$ cat config.mk
export PLATFORM = sky130hd
export DESIGN_NAME = alu_decoder_mc_flat
export DESIGN_NICKNAME = d
export VERILOG_FILES = /design/src/rtl/alu_decoder_mc_if.sv /design/src/rtl/alu_decoder_mc.sv /design/src/flat_wrapper.sv
export SDC_FILE = /design/constraint.sdc
export NUM_CORES = 1
export LEC_CHECK = 0
export BUFFER_PORTS_ARGS = -buffer_cell sky130_fd_sc_hd__buf_4
export CORE_MARGIN = 2
export CORE_UTILIZATION = 49
export CTS_BUF_LIST = sky130_fd_sc_hd__clkbuf_16
export CTS_CLUSTER_DIAMETER = 120
export DETAILED_ROUTE_END_ITERATION = 8
export HOLD_SLACK_MARGIN = 0.08
export PLACE_DENSITY = 0.79
export SETUP_SLACK_MARGIN = 0.5
export SLEW_MARGIN = 10
export SYNTH_ARGS = -nofsm -noshare
export SYNTH_HDL_FRONTEND = slang
export SYNTH_SLANG_ARGS = --single-unit
$ cat constraint.sdc
create_clock -name clk -period 1.85 [get_ports clk]
set_input_delay 0.37 -clock clk [delete_from_list [all_inputs] [get_ports clk]]
set_output_delay 0.37 -clock clk [all_outputs]
set_load 0.005 [all_outputs]
$ cat src/rtl/alu_decoder_mc_if.sv
// alu_decoder_mc_if: request/response bundle for the ALU/MDU control decoder.
// slave = decoder view, master = upstream decoder plus execute stage view.
interface alu_decoder_mc_if #(
    parameter int CTRL_W = 5
);
    logic              in_valid;
    logic              in_ready;
    logic [6:0]        opcode;
    logic [6:0]        funct7;
    logic [2:0]        funct3;
    logic [1:0]        alu_op;
    logic              out_valid;
    logic              out_ready;
    logic [CTRL_W-1:0] alu_control;
    logic              illegal;
    logic              mdu_start;
    logic              mdu_busy;

    modport slave (
        input  in_valid, opcode, funct7, funct3, alu_op, out_ready,
        output in_ready, out_valid, alu_control, illegal,
        output mdu_start, mdu_busy
    );

    modport master (
        output in_valid, opcode, funct7, funct3, alu_op, out_ready,
        input  in_ready, out_valid, alu_control, illegal,
        input  mdu_start, mdu_busy
    );
endinterface

$ cat src/rtl/alu_decoder_mc.sv
// alu_decoder_mc: registered RV32I/RV32M ALU control decoder with MDU busy window.
// Ports: clk, rst_n (async low), flush (sync kill), bus (alu_decoder_mc_if.slave).
module alu_decoder_mc #(
    parameter int CTRL_W     = 5,
    parameter int ENABLE_M   = 1,
    parameter int MUL_CYCLES = 4,
    parameter int DIV_CYCLES = 32
) (
    input  logic                   clk,
    input  logic                   rst_n,
    input  logic                   flush,
    alu_decoder_mc_if.slave        bus
);
    localparam int CNT_MAX = (MUL_CYCLES > DIV_CYCLES) ? MUL_CYCLES : DIV_CYCLES;
    localparam int CNT_W   = $clog2(CNT_MAX + 1);

    localparam logic [CNT_W-1:0] MUL_LD = CNT_W'(MUL_CYCLES - 1);
    localparam logic [CNT_W-1:0] DIV_LD = CNT_W'(DIV_CYCLES - 1);

    localparam logic [4:0] C_ADD  = 5'b00000;
    localparam logic [4:0] C_SUB  = 5'b00001;
    localparam logic [4:0] C_OR   = 5'b00010;
    localparam logic [4:0] C_AND  = 5'b00011;
    localparam logic [4:0] C_XOR  = 5'b00100;
    localparam logic [4:0] C_SLT  = 5'b00101;
    localparam logic [4:0] C_PASS = 5'b00110;
    localparam logic [4:0] C_SLTU = 5'b00111;
    localparam logic [4:0] C_SLL  = 5'b01000;
    localparam logic [4:0] C_SRL  = 5'b01001;
    localparam logic [4:0] C_SRA  = 5'b01010;

    typedef enum logic [1:0] {
        IDLE,
        VALID,
        MDU_WAIT
    } state_t;

    state_t            state_q, state_d;
    logic [CNT_W-1:0]  cnt_q;
    logic [CTRL_W-1:0] ctrl_q;
    logic              ill_q;
    logic              start_q;

    logic [4:0] dec_code;
    logic       dec_ill;
    logic       dec_mop;
    logic       is_r, is_m, f7_base, f7_alt;
    logic       is_shift, r_bad, shift_bad;
    logic       accept;

    assign is_r     = (bus.opcode == 7'b0110011);
    assign f7_base  = (bus.funct7 == 7'b0000000);
    assign f7_alt   = (bus.funct7 == 7'b0100000);
    assign is_m     = is_r && (bus.funct7 == 7'b0000001);
    assign is_shift = (bus.funct3 == 3'b001) || (bus.funct3 == 3'b101);

    // I-type funct7 carries immediate bits, so only R-type and shifts
    // constrain it.
    assign r_bad = is_r && ((!f7_base && !f7_alt) ||
                   (f7_alt && bus.funct3 != 3'b000 && bus.funct3 != 3'b101));
    assign shift_bad = is_shift && ((!f7_base && !f7_alt) ||
                       (f7_alt && bus.funct3 == 3'b001));

    always_comb begin
        dec_code = C_ADD;
        dec_ill  = 1'b0;
        dec_mop  = 1'b0;
        unique case (bus.alu_op)
            2'b00: dec_code = C_ADD;
            2'b01: dec_code = C_SUB;
            2'b11: dec_code = C_PASS;
            2'b10: begin
                if (is_m) begin
                    if (ENABLE_M != 0) begin
                        dec_code = {2'b10, bus.funct3};
                        dec_mop  = 1'b1;
                    end else begin
                        dec_ill = 1'b1;
                    end
                end else begin
                    unique case (bus.funct3)
                        3'b000: dec_code = (bus.opcode[5] && f7_alt) ? C_SUB : C_ADD;
                        3'b001: dec_code = C_SLL;
                        3'b010: dec_code = C_SLT;
                        3'b011: dec_code = C_SLTU;
                        3'b100: dec_code = C_XOR;
                        3'b101: dec_code = f7_alt ? C_SRA : C_SRL;
                        3'b110: dec_code = C_OR;
                        3'b111: dec_code = C_AND;
                    endcase
                    if (r_bad || shift_bad) begin
                        dec_ill  = 1'b1;
                        dec_code = C_ADD;
                    end
                end
            end
        endcase
    end

    assign bus.in_ready = !flush &&
        (state_q == IDLE || (state_q == VALID && bus.out_ready));
    assign accept = bus.in_valid && bus.in_ready;

    always_comb begin
        state_d = state_q;
        if (flush) begin
            state_d = IDLE;
        end else begin
            unique case (state_q)
                IDLE: begin
                    if (accept)
                        state_d = dec_mop ? MDU_WAIT : VALID;
                end
                VALID: begin
                    if (bus.out_ready)
                        state_d = accept ? (dec_mop ? MDU_WAIT : VALID) : IDLE;
                end
                MDU_WAIT: begin
                    if (cnt_q == '0)
                        state_d = VALID;
                end
                default: state_d = IDLE;
            endcase
        end
    end

    always_ff @(posedge clk or negedge rst_n) begin
        if (!rst_n) state_q <= IDLE;
        else        state_q <= state_d;
    end

    always_ff @(posedge clk or negedge rst_n) begin
        if (!rst_n) begin
            cnt_q   <= '0;
            ctrl_q  <= '0;
            ill_q   <= 1'b0;
            start_q <= 1'b0;
        end else if (flush) begin
            cnt_q   <= '0;
            start_q <= 1'b0;
        end else begin
            start_q <= accept && dec_mop;
            if (accept) begin
                ctrl_q <= CTRL_W'(dec_code);
                ill_q  <= dec_ill;
            end
            if (accept && dec_mop)
                cnt_q <= bus.funct3[2] ? DIV_LD : MUL_LD;
            else if (state_q == MDU_WAIT && cnt_q != '0)
                cnt_q <= cnt_q - 1'b1;
        end
    end

    assign bus.out_valid   = (state_q == VALID);
    assign bus.mdu_busy    = (state_q == MDU_WAIT);
    assign bus.mdu_start   = start_q;
    assign bus.alu_control = ctrl_q;
    assign bus.illegal     = ill_q;
endmodule
$ cat src/flat_wrapper.sv
// flat-port wrapper written by rule: the top's interface ports become plain ports
module alu_decoder_mc_flat 
#(
    parameter int CTRL_W     = 5,
    parameter int ENABLE_M   = 1,
    parameter int MUL_CYCLES = 4,
    parameter int DIV_CYCLES = 32
)
  (clk, rst_n, flush, bus_in_valid, bus_opcode, bus_funct7, bus_funct3, bus_alu_op, bus_out_ready, bus_in_ready, bus_out_valid, bus_alu_control, bus_illegal, bus_mdu_start, bus_mdu_busy);
  alu_decoder_mc_if #(.CTRL_W(CTRL_W)) bus_i ();
  input  logic clk;
  input  logic rst_n;
  input  logic flush;
  input wire logic [$bits(bus_i.in_valid)-1:0] bus_in_valid;
  input wire logic [$bits(bus_i.opcode)-1:0] bus_opcode;
  input wire logic [$bits(bus_i.funct7)-1:0] bus_funct7;
  input wire logic [$bits(bus_i.funct3)-1:0] bus_funct3;
  input wire logic [$bits(bus_i.alu_op)-1:0] bus_alu_op;
  input wire logic [$bits(bus_i.out_ready)-1:0] bus_out_ready;
  output wire logic [$bits(bus_i.in_ready)-1:0] bus_in_ready;
  output wire logic [$bits(bus_i.out_valid)-1:0] bus_out_valid;
  output wire logic [$bits(bus_i.alu_control)-1:0] bus_alu_control;
  output wire logic [$bits(bus_i.illegal)-1:0] bus_illegal;
  output wire logic [$bits(bus_i.mdu_start)-1:0] bus_mdu_start;
  output wire logic [$bits(bus_i.mdu_busy)-1:0] bus_mdu_busy;
  assign bus_i.in_valid = bus_in_valid;
  assign bus_i.opcode = bus_opcode;
  assign bus_i.funct7 = bus_funct7;
  assign bus_i.funct3 = bus_funct3;
  assign bus_i.alu_op = bus_alu_op;
  assign bus_i.out_ready = bus_out_ready;
  assign bus_in_ready = bus_i.in_ready;
  assign bus_out_valid = bus_i.out_valid;
  assign bus_alu_control = bus_i.alu_control;
  assign bus_illegal = bus_i.illegal;
  assign bus_mdu_start = bus_i.mdu_start;
  assign bus_mdu_busy = bus_i.mdu_busy;
  alu_decoder_mc #(.CTRL_W(CTRL_W), .ENABLE_M(ENABLE_M), .MUL_CYCLES(MUL_CYCLES), .DIV_CYCLES(DIV_CYCLES)) u_core (.clk(clk), .rst_n(rst_n), .flush(flush), .bus(bus_i));
endmodule
== After elaboration in Yosys (flattened, before gate mapping) ==
Cells that the tools add are included.
Storage, ports and cells
  flip-flop bits (word level): 15
  input port bits: 24
  word-level logic and storage cells: 80
Cells by class
  add/subtract/negate cells: 1
  equality and inequality tests: 19
  muxes and demuxes: 23
  bitwise gates (word level): 1
  reduce and logical (&&, ||, !) cells: 31
Operators by type and width (count)
  case mux 5 bit (8 select lines): 1
  case mux 5 bit (4 select lines): 1
  2-to-1 mux 6 bit: 3
  2-to-1 mux 5 bit: 3
  equality test 7 x 6 -> 1 bit, second input constant: 2
  2-to-1 mux 2 bit: 7
  logical AND 1 bit: 13
  equality test 3 bit, second input constant: 4
  equality test 7 x 1 -> 1 bit, second input constant: 1
  zero test 7 bit: 1
  2-to-1 mux 1 bit: 7
  equality test 2 bit, second input constant: 3
  equality test 3 x 2 -> 1 bit, second input constant: 2
  zero test 6 bit: 1
  inequality test 3 x 2 -> 1 bit, second input constant: 2
  inequality test 3 bit, second input constant: 2
  case mux 2 bit (3 select lines): 1
  nonzero test 3 bit: 2
  nonzero test 6 bit: 1
  subtractor 6 x 1 -> 6 bit, second input constant: 1
  logical OR 1 bit: 5
  equality test 2 x 1 -> 1 bit, second input constant: 2
  zero test 2 bit: 2
  equality test 3 x 1 -> 1 bit, second input constant: 1
  5 further kinds: 7

== Depth between registers and ports, before layout ==
Gate-level depths: netlist of the first run.
  depth after elaboration: 9
  mapped depth: 6

== Least setup slack after synthesis of the first run ==
Ideal clock, no wire load.
  path type: input port to flip-flop
  from: in flush
  to: reg u_core.ctrl_q[2], in the netlist u_core.bus.alu_control[2]
  library setup time: 120 ps
  arrival time: 1557 ps
  required time: 1730 ps
  setup slack: 172 ps
  stages: 6
  path buffers: 2
  path through: buf_2 > or4b_1 > buf_2 > a211oi_2 > o21ai_1 > a21boi_1
Between the ends
  cells in the longest elaborated chain, start to end: 4
  elaborated cells between the ends (all ways): 5
  those cells by class: bitwise: 1; reduce/logical: 4
Ends and longest elaborated chain
  start: declaration: RTL line flat_wrapper.sv:13  | input logic flush;
  zero test 1 bit: RTL line alu_decoder_mc.sv:100  | assign bus.in_ready = !flush &&
  logical AND 1 bit: RTL line alu_decoder_mc.sv:100
  logical AND 1 bit: RTL line alu_decoder_mc.sv:102  | assign accept = bus.in_valid && bus.in_ready;
  AND reduction 2 bit (no line) (*)
  end signal: assignment: RTL line alu_decoder_mc.sv:144  | ctrl_q <= CTRL_W'(dec_code);
  end: declaration: RTL line alu_decoder_mc.sv:40  | logic [CTRL_W-1:0] ctrl_q;
Every way passes the cells marked *; elsewhere a longest branch is shown, timed or not.
A chain may end at the register's enable or synchronous reset.

== Worst setup path in the final report of the first run ==
  from: reg u_core.state_q[0]
  to: reg u_core.ctrl_q[1], in the netlist u_core.bus.alu_control[1]
Between the ends
  cells in the longest elaborated chain, start to end: 6
  elaborated cells between the ends (all ways): 7
  those cells by class: eq/ne: 1; reduce/logical: 6
Ends and longest elaborated chain
  start: declaration: RTL line alu_decoder_mc.sv:38  | state_t state_q, state_d;
  start signal: assignment: RTL line alu_decoder_mc.sv:129  | else state_q <= state_d;
  equality test 2 x 1 -> 1 bit: RTL line alu_decoder_mc.sv:101  | (state_q == IDLE || (state_q == VALID && bus.out_ready));
  logical AND 1 bit: RTL line alu_decoder_mc.sv:101
  logical OR 1 bit (*): RTL line alu_decoder_mc.sv:101
  logical AND 1 bit (*): RTL line alu_decoder_mc.sv:100
  logical AND 1 bit (*): RTL line alu_decoder_mc.sv:102
  AND reduction 2 bit (no line) (*)
Marks and branches as above.

==> reports/metrics.csv, run 1 <==
metric,value,unit
status,finished clean,
dr.pass1.iters,4,
cp.arrival,1.80,ns
highest_layer,met4,
core_region_area,1942,um2
grt_max_degree,16,
die_y,49.34,um
htree_levels,1,
avgRoutedWirePerCell,20.91,um
worst_hold_path_type,primary input to flip-flop,
tightest_slew,0.5947,ns
fin_tns_setup,0,ns
antenna_found_initial,0,
rows,16,
nNetsFinal,192,
period_minus_slack,1.624,ns
maxCapViolations,0,
io_buffers,33,
yosysTopAreaCell,dfrtp_1,
final_util,0.9001,
ys_seq_elements,15,
holdWs,0.3766,ns
syn_area,1007,um2
power-per-cell-area,564.6,nW/um2
synth_common_cells,"dfrtp_1 (15), a21oi_1 (9), nand2_1 (9), inv_1 (8), nor2_1 (8)",
synth_edf_count,0,
drc,0,
clock_latency,0.25,ns
power,0.0009869,W
final_hold_viol_count,0,
overflow,0,
skew,0.005378,ns
max_freq,615.8,MHz
instances_no_fill,192,
cts_buffer_depth,2,
ys_types,45,
drt_wl_total,4015,um
met2WireLength,1954,um
slew_headroom,0.6021,
cp-end-kind,flip-flop,
required,2.03,ns
fillerInstances,78,
worstSetupPathType,flip-flop to flip-flop,
seq_area_frac_synth,0.3727,
fp.dieW,49.34,um
async_flop_share,1.000,
io_pins,34,
yosysMostFrequentCell,dfrtp_1,
crit_fanout,8,
grtUsageTotal,0.2845,
ys_top_cells_by_area,"dfrtp_1 (37%), a21oi_1 (4.5%), xor2_1 (3.5%)",
slew_violations,0,
cp-start-kind,flip-flop,
ys.flop_type,dfrtp_1,
hpwl,1890,um
grt_pass1_wl,5306,um
setup_violations,0,
drive_gt1_frac,0.5697,
peakVddDrop,637.6,uV
routabilityCongestion,0.8399,
clk_pin_slew,0.05,ns
drt-initial-drc-count,61,
antenna_left,0,
post-route-period-util,0.8778,
cts-buffers-inserted,3,
synth_top_cell_area_share,0.3727,
grt_pass1_vias,1123,
cts_sinks,15,
p_leak,0.7901,nW
vias,1173,
yosys_warnings,0,
cts_tree,yes,
rsz0062_at_grt,true,
via_per_inst,6.109,
avgSynthCellArea,9.326,um2
wl_met3,299,um
area_growth,73.54,%
wl_met1,1646,um
dpl.cell_count,170,
synth_nets,134,
antenna_cells,0,
synthCells,108,
initial_core_util,0.5187,
dieArea,2434,um2
cts_root_buffer,clkbuf_16,
metal layers:
layer / vias to the layer above / track usage
met4: 0 / 0.1333
met5: - / 0
met2: 73 / 0.4369
met1: 570 / 0.3826
met3: 14 / 0.05828
li1: 516 / -
layout make-up:
| type | instances | area, um2 | share of cell area |
|---|---|---|---|
| inverter | 8 | 32.53 | 0.01861 |
| multi-input combinational | 82 | 767.0 | 0.4388 |
| clock inverter | 1 | 3.754 | 0.002147 |
| clock buffer | 3 | 75.07 | 0.04295 |
| sequential | 15 | 377.9 | 0.2162 |
| tap | 27 | 33.78 | 0.01933 |
| timing repair buffer | 56 | 457.9 | 0.2620 |
sequential cells by signal, summed over array words and instances, names as in the netlist:
name / cells
u_core.bus.illegal: 1
u_core.cnt_q: 6
u_core.bus.alu_control: 5
u_core.state_q: 2
u_core.bus.mdu_start: 1
through the flow:
stage	worst slack, ns	area (um2)
2_1_floorplan	0.2005	1013
3_3_place_gp	0.05438	1305
3_5_place_dp	-0.02972	1305
4_1_cts	0.2918	1565
5_1_grt	0.1915	1748
6_report	0.2261	1748
critical path, cell delays in order (launching register included):
cell and delay [ns]:
dfrtp_1 0.37, nor2b_4 0.14, or4b_4 0.55, nor3_1 0.29
a221o_1 0.20
path summary, 6_finish.rpt:
path | start | endpoint | slack, ns | depth (start not counted)
setup / recovery | u_core.state_q[0]$_DFFE_PN0P_ | u_core.bus.alu_control[1]$_DFFE_PN0P_ | 0.23 | 4
hold / removal | flush | u_core.cnt_q[0]$_DFFE_PN0P_ | 0.38 | 2
setup reg to reg | u_core.state_q[0]$_DFFE_PN0P_ | u_core.bus.alu_control[1]$_DFFE_PN0P_ | 0.23 | 4
hold reg to reg | u_core.bus.alu_control[4]$_DFFE_PN0P_ | u_core.bus.alu_control[4]$_DFFE_PN0P_ | 0.50 | 2
max in group asynchronous | rst_n | u_core.cnt_q[2]$_DFFE_PN0P_ | 1.15 | 2
min in group asynchronous | rst_n | u_core.state_q[1]$_DFFE_PN0P_ | 0.51 | 2
kinds of logic after synthesis:
family / share of synthesized area
AOI/OAI and AO/OA: 0.2348
xor gates and xnor gates: 0.04348
adders and majority gates: 0.02484
buffers and inverters: 0.05093
DFF: 0.3727
muxes: 0.009938
and+or+nand+nor: 0.2633
cell usage in the layout, fill, tap and decap left out, drive strengths merged, types with 2 or more instances in the layout:
cell | netlist | layout
a311oi | 2 | 2
o21bai | 2 | 2
buf | 3 | 55
a211oi | 2 | 2
nor4b | 2 | 2
a21oi | 9 | 9
nand2 | 9 | 9
and3 | 2 | 2
nand3b | 2 | 2
clkbuf | 0 | 3
o41ai | 2 | 2
o21ai | 3 | 3
nor2 | 8 | 8
nor3 | 5 | 5
nand2b | 3 | 3
nor2b | 2 | 2
nand3 | 6 | 6
a31oi | 2 | 2
xor2 | 4 | 4
dfrtp | 15 | 15
inv | 8 | 9
ha | 2 | 2
what timing repair did:
| item | 4_1_cts | 5_1_grt |
|---|---|---|
| pin swaps | 10 | 11 |
| setup buffers | 7 | 9 |
| cloned | 1 | 0 |
| resized for setup | 25 | 23 |
| endpoints found under the setup margin | 16 | 18 |
| hold buffers | 1 | 0 |
| endpoints found under the hold margin | 15 | 0 |
where the power goes:
part | internal [W] | switching, W
combinational | 0.000110 | 0.0000999
clock | 0.000286 | 0.000135
sequential | 0.000343 | 0.0000123
total | 0.000740 | 0.000247
No activity file was read; power rests on OpenSTA's default activity.
==> run 2, diff against run 1 <==
--- a/config.mk
+++ b/config.mk
@@ -13,7 +13,6 @@
 export DETAILED_ROUTE_END_ITERATION = 8
 export HOLD_SLACK_MARGIN = 0.08
 export PLACE_DENSITY = 0.79
-export SETUP_SLACK_MARGIN = 0.5
 export SLEW_MARGIN = 10
 export SYNTH_ARGS = -nofsm -noshare
 export SYNTH_HDL_FRONTEND = slang
==> reports/metrics.csv, run 2 (same netlist as run 1, synthesis figures left out) <==
metric,value,unit
critical_path_cell_count,5,
crit_end,u_core.bus.alu_control[0]$_DFFE_PN0P_,
p_leak,0.6354,nW
required,1.96,ns
dieArea,2434,um2
core_region_area,1942,um2
antenna_cells,0,
clk_pin_slew,0.05,ns
setup_violations,0,
initial_core_util,0.5187,
max_freq,582.3,MHz
crit_family,simple AND/OR/NAND/NOR gates,
nNetsFinal,174,
worstSetupPathType,flip-flop to flip-flop,
cts_root_buffer,clkbuf_16,
place_area,1297,um2
peakVddDrop,674.8,uV
vias,990,
routabilityCongestion,0.8055,
skew,0.002441,ns
hpwl,1800,um
fin_tns_setup,0,ns
io_pins,34,
grt_use_met2,0.3491,
antenna_found_initial,0,
drt-initial-drc-count,22,
grt_pass1_vias,946,
area_growth,38.14,%
crit_fanout,10,
cp-startpoint,u_core.state_q[0]$_DFFE_PN0P_,
io_buffers,33,
cp-end-kind,flip-flop,
slew_headroom,0.6907,
dr.pass1.iters,4,
r2r_start,u_core.state_q[0]$_DFFE_PN0P_,
clock_latency,0.24,ns
cts_buffer_depth,2,
reg2reg_slack,0.13,ns
drive_gt1_frac,0.3401,
die_y,49.34,um
antenna_left,0,
status,finished clean,
grt_busiest_layer,met2,
power-per-cell-area,675.3,nW/um2
period_minus_slack,1.717,ns
rsz0062_at_grt,false,
post-place-ws,-0.01527,ns
cts_tree,yes,
cts_sinks,15,
drc,0,
via_per_inst,5.690,
post-route-period-util,0.9283,
reg2regPathDepth,5,
drt_wl_total,2502,um
tightest_slew,0.4640,ns
rows,16,
crit_chain,nor2b_4 -> or4b_4 -> a21oi_1 -> o2bb2ai_1 -> o41ai_1,
final_area,1391,um2
cts-buffers-inserted,3,
overflow,0,
max_stage_delay,0.57,ns
use_met3,0.04908,
worst-path-buf-inv,0,
maxCapViolations,0,
final_hold_viol_count,0,
cp.arrival,1.83,ns
htree_levels,1,
grt_util_met1,0.2902,
rr_endpoint,u_core.bus.alu_control[0]$_DFFE_PN0P_,
largest_reg_flops,6,
fp.dieW,49.34,um
grt_pass1_wl,4153,um
finalWorstSetupSlack,0.1327,ns
worst_hold_path_type,primary input to flip-flop,
grtUsageTotal,0.2187,
critPathSlowestCell,or4b_4,
layout_commonest_cell,buf_4,
largest-register,u_core.cnt_q,
avgRoutedWirePerCell,14.38,um
cp-start-kind,flip-flop,
layout_common_cells,"buf_4 (37), dfrtp_1 (15), nand2_1 (9), a21oi_1 (9)",
grt_max_degree,16,
slew_violations,0,
==> run 2: worst min path at each step <==
stage / from / endpoint / slack, ns / cells past startpoint
global route: bus_alu_op[1] / u_core.bus.alu_control[2]$_DFFE_PN0P_ / 0.40 / 3
global placement: rst_n / u_core.bus.alu_control[2]$_DFFE_PN0P_ / 0.23 / 1
CTS: bus_alu_op[1] / u_core.bus.alu_control[2]$_DFFE_PN0P_ / 0.39 / 3
floorplan: rst_n / u_core.bus.alu_control[0]$_DFFE_PN0P_ / 0.07 / 0
finish: bus_alu_op[1] / u_core.bus.alu_control[2]$_DFFE_PN0P_ / 0.38 / 3
detailed placement: rst_n / u_core.bus.alu_control[2]$_DFFE_PN0P_ / 0.24 / 1
==> run 2: metal layers <==
metal,share of wire,wire length (um)
met5,0,0
met4,0.014,34
met3,0.060,149
met2,0.47,1185
met1,0.45,1133
==> run 2: what timing repair did <==
item | in CTS | in global routing
endpoints found under the setup margin | 1 | 0
buffers inserted | 0 | 0
gates resized for setup | 1 | 0
hold endpoints to repair | 15 | 0
hold buffers | 1 | 0
==> run 2: metrics by stage <==
step / power (W) / instances / hold WS, ns / utilization
floorplan: 0.0004245 / 108 / 0.07441 / -
global placement: 0.0005097 / 169 / 0.2345 / 0.6682
detailed placement: 0.0005151 / 169 / 0.2366 / 0.6682
CTS: 0.0009437 / 174 / 0.3883 / 0.7165
global route: 0.0009751 / 174 / 0.3971 / 0.7165
finish: 0.0009396 / 174 / 0.3842 / 0.7165
==> run 2: report_power, final <==
group	internal (W)	total, W	switching [W]	leakage [nW]
clock network	0.000289	0.000424	0.000136	0.0409
logic	0.0000905	0.000162	0.0000719	0.392
registers	0.000343	0.000353	0.0000100	0.203
==> run 2: final cells by class <==
type	count	area [um2]
Tap cell	27	33.78
Fill cell	166	550.5
Clock inverter	1	5.005
Sequential cell	15	375.4
Clock buffer	3	75.07
Inverter	8	30.03
Multi-Input combinational cell	82	584.3
Timing Repair Buffer	38	287.8
==> run 2: worst reg2reg max path, stage by stage (launching register included) <==
cell	delay, ns
dfrtp_1	0.37
nor2b_4	0.14
or4b_4	0.57
a21oi_1	0.23
o2bb2ai_1	0.17
o41ai_1	0.11
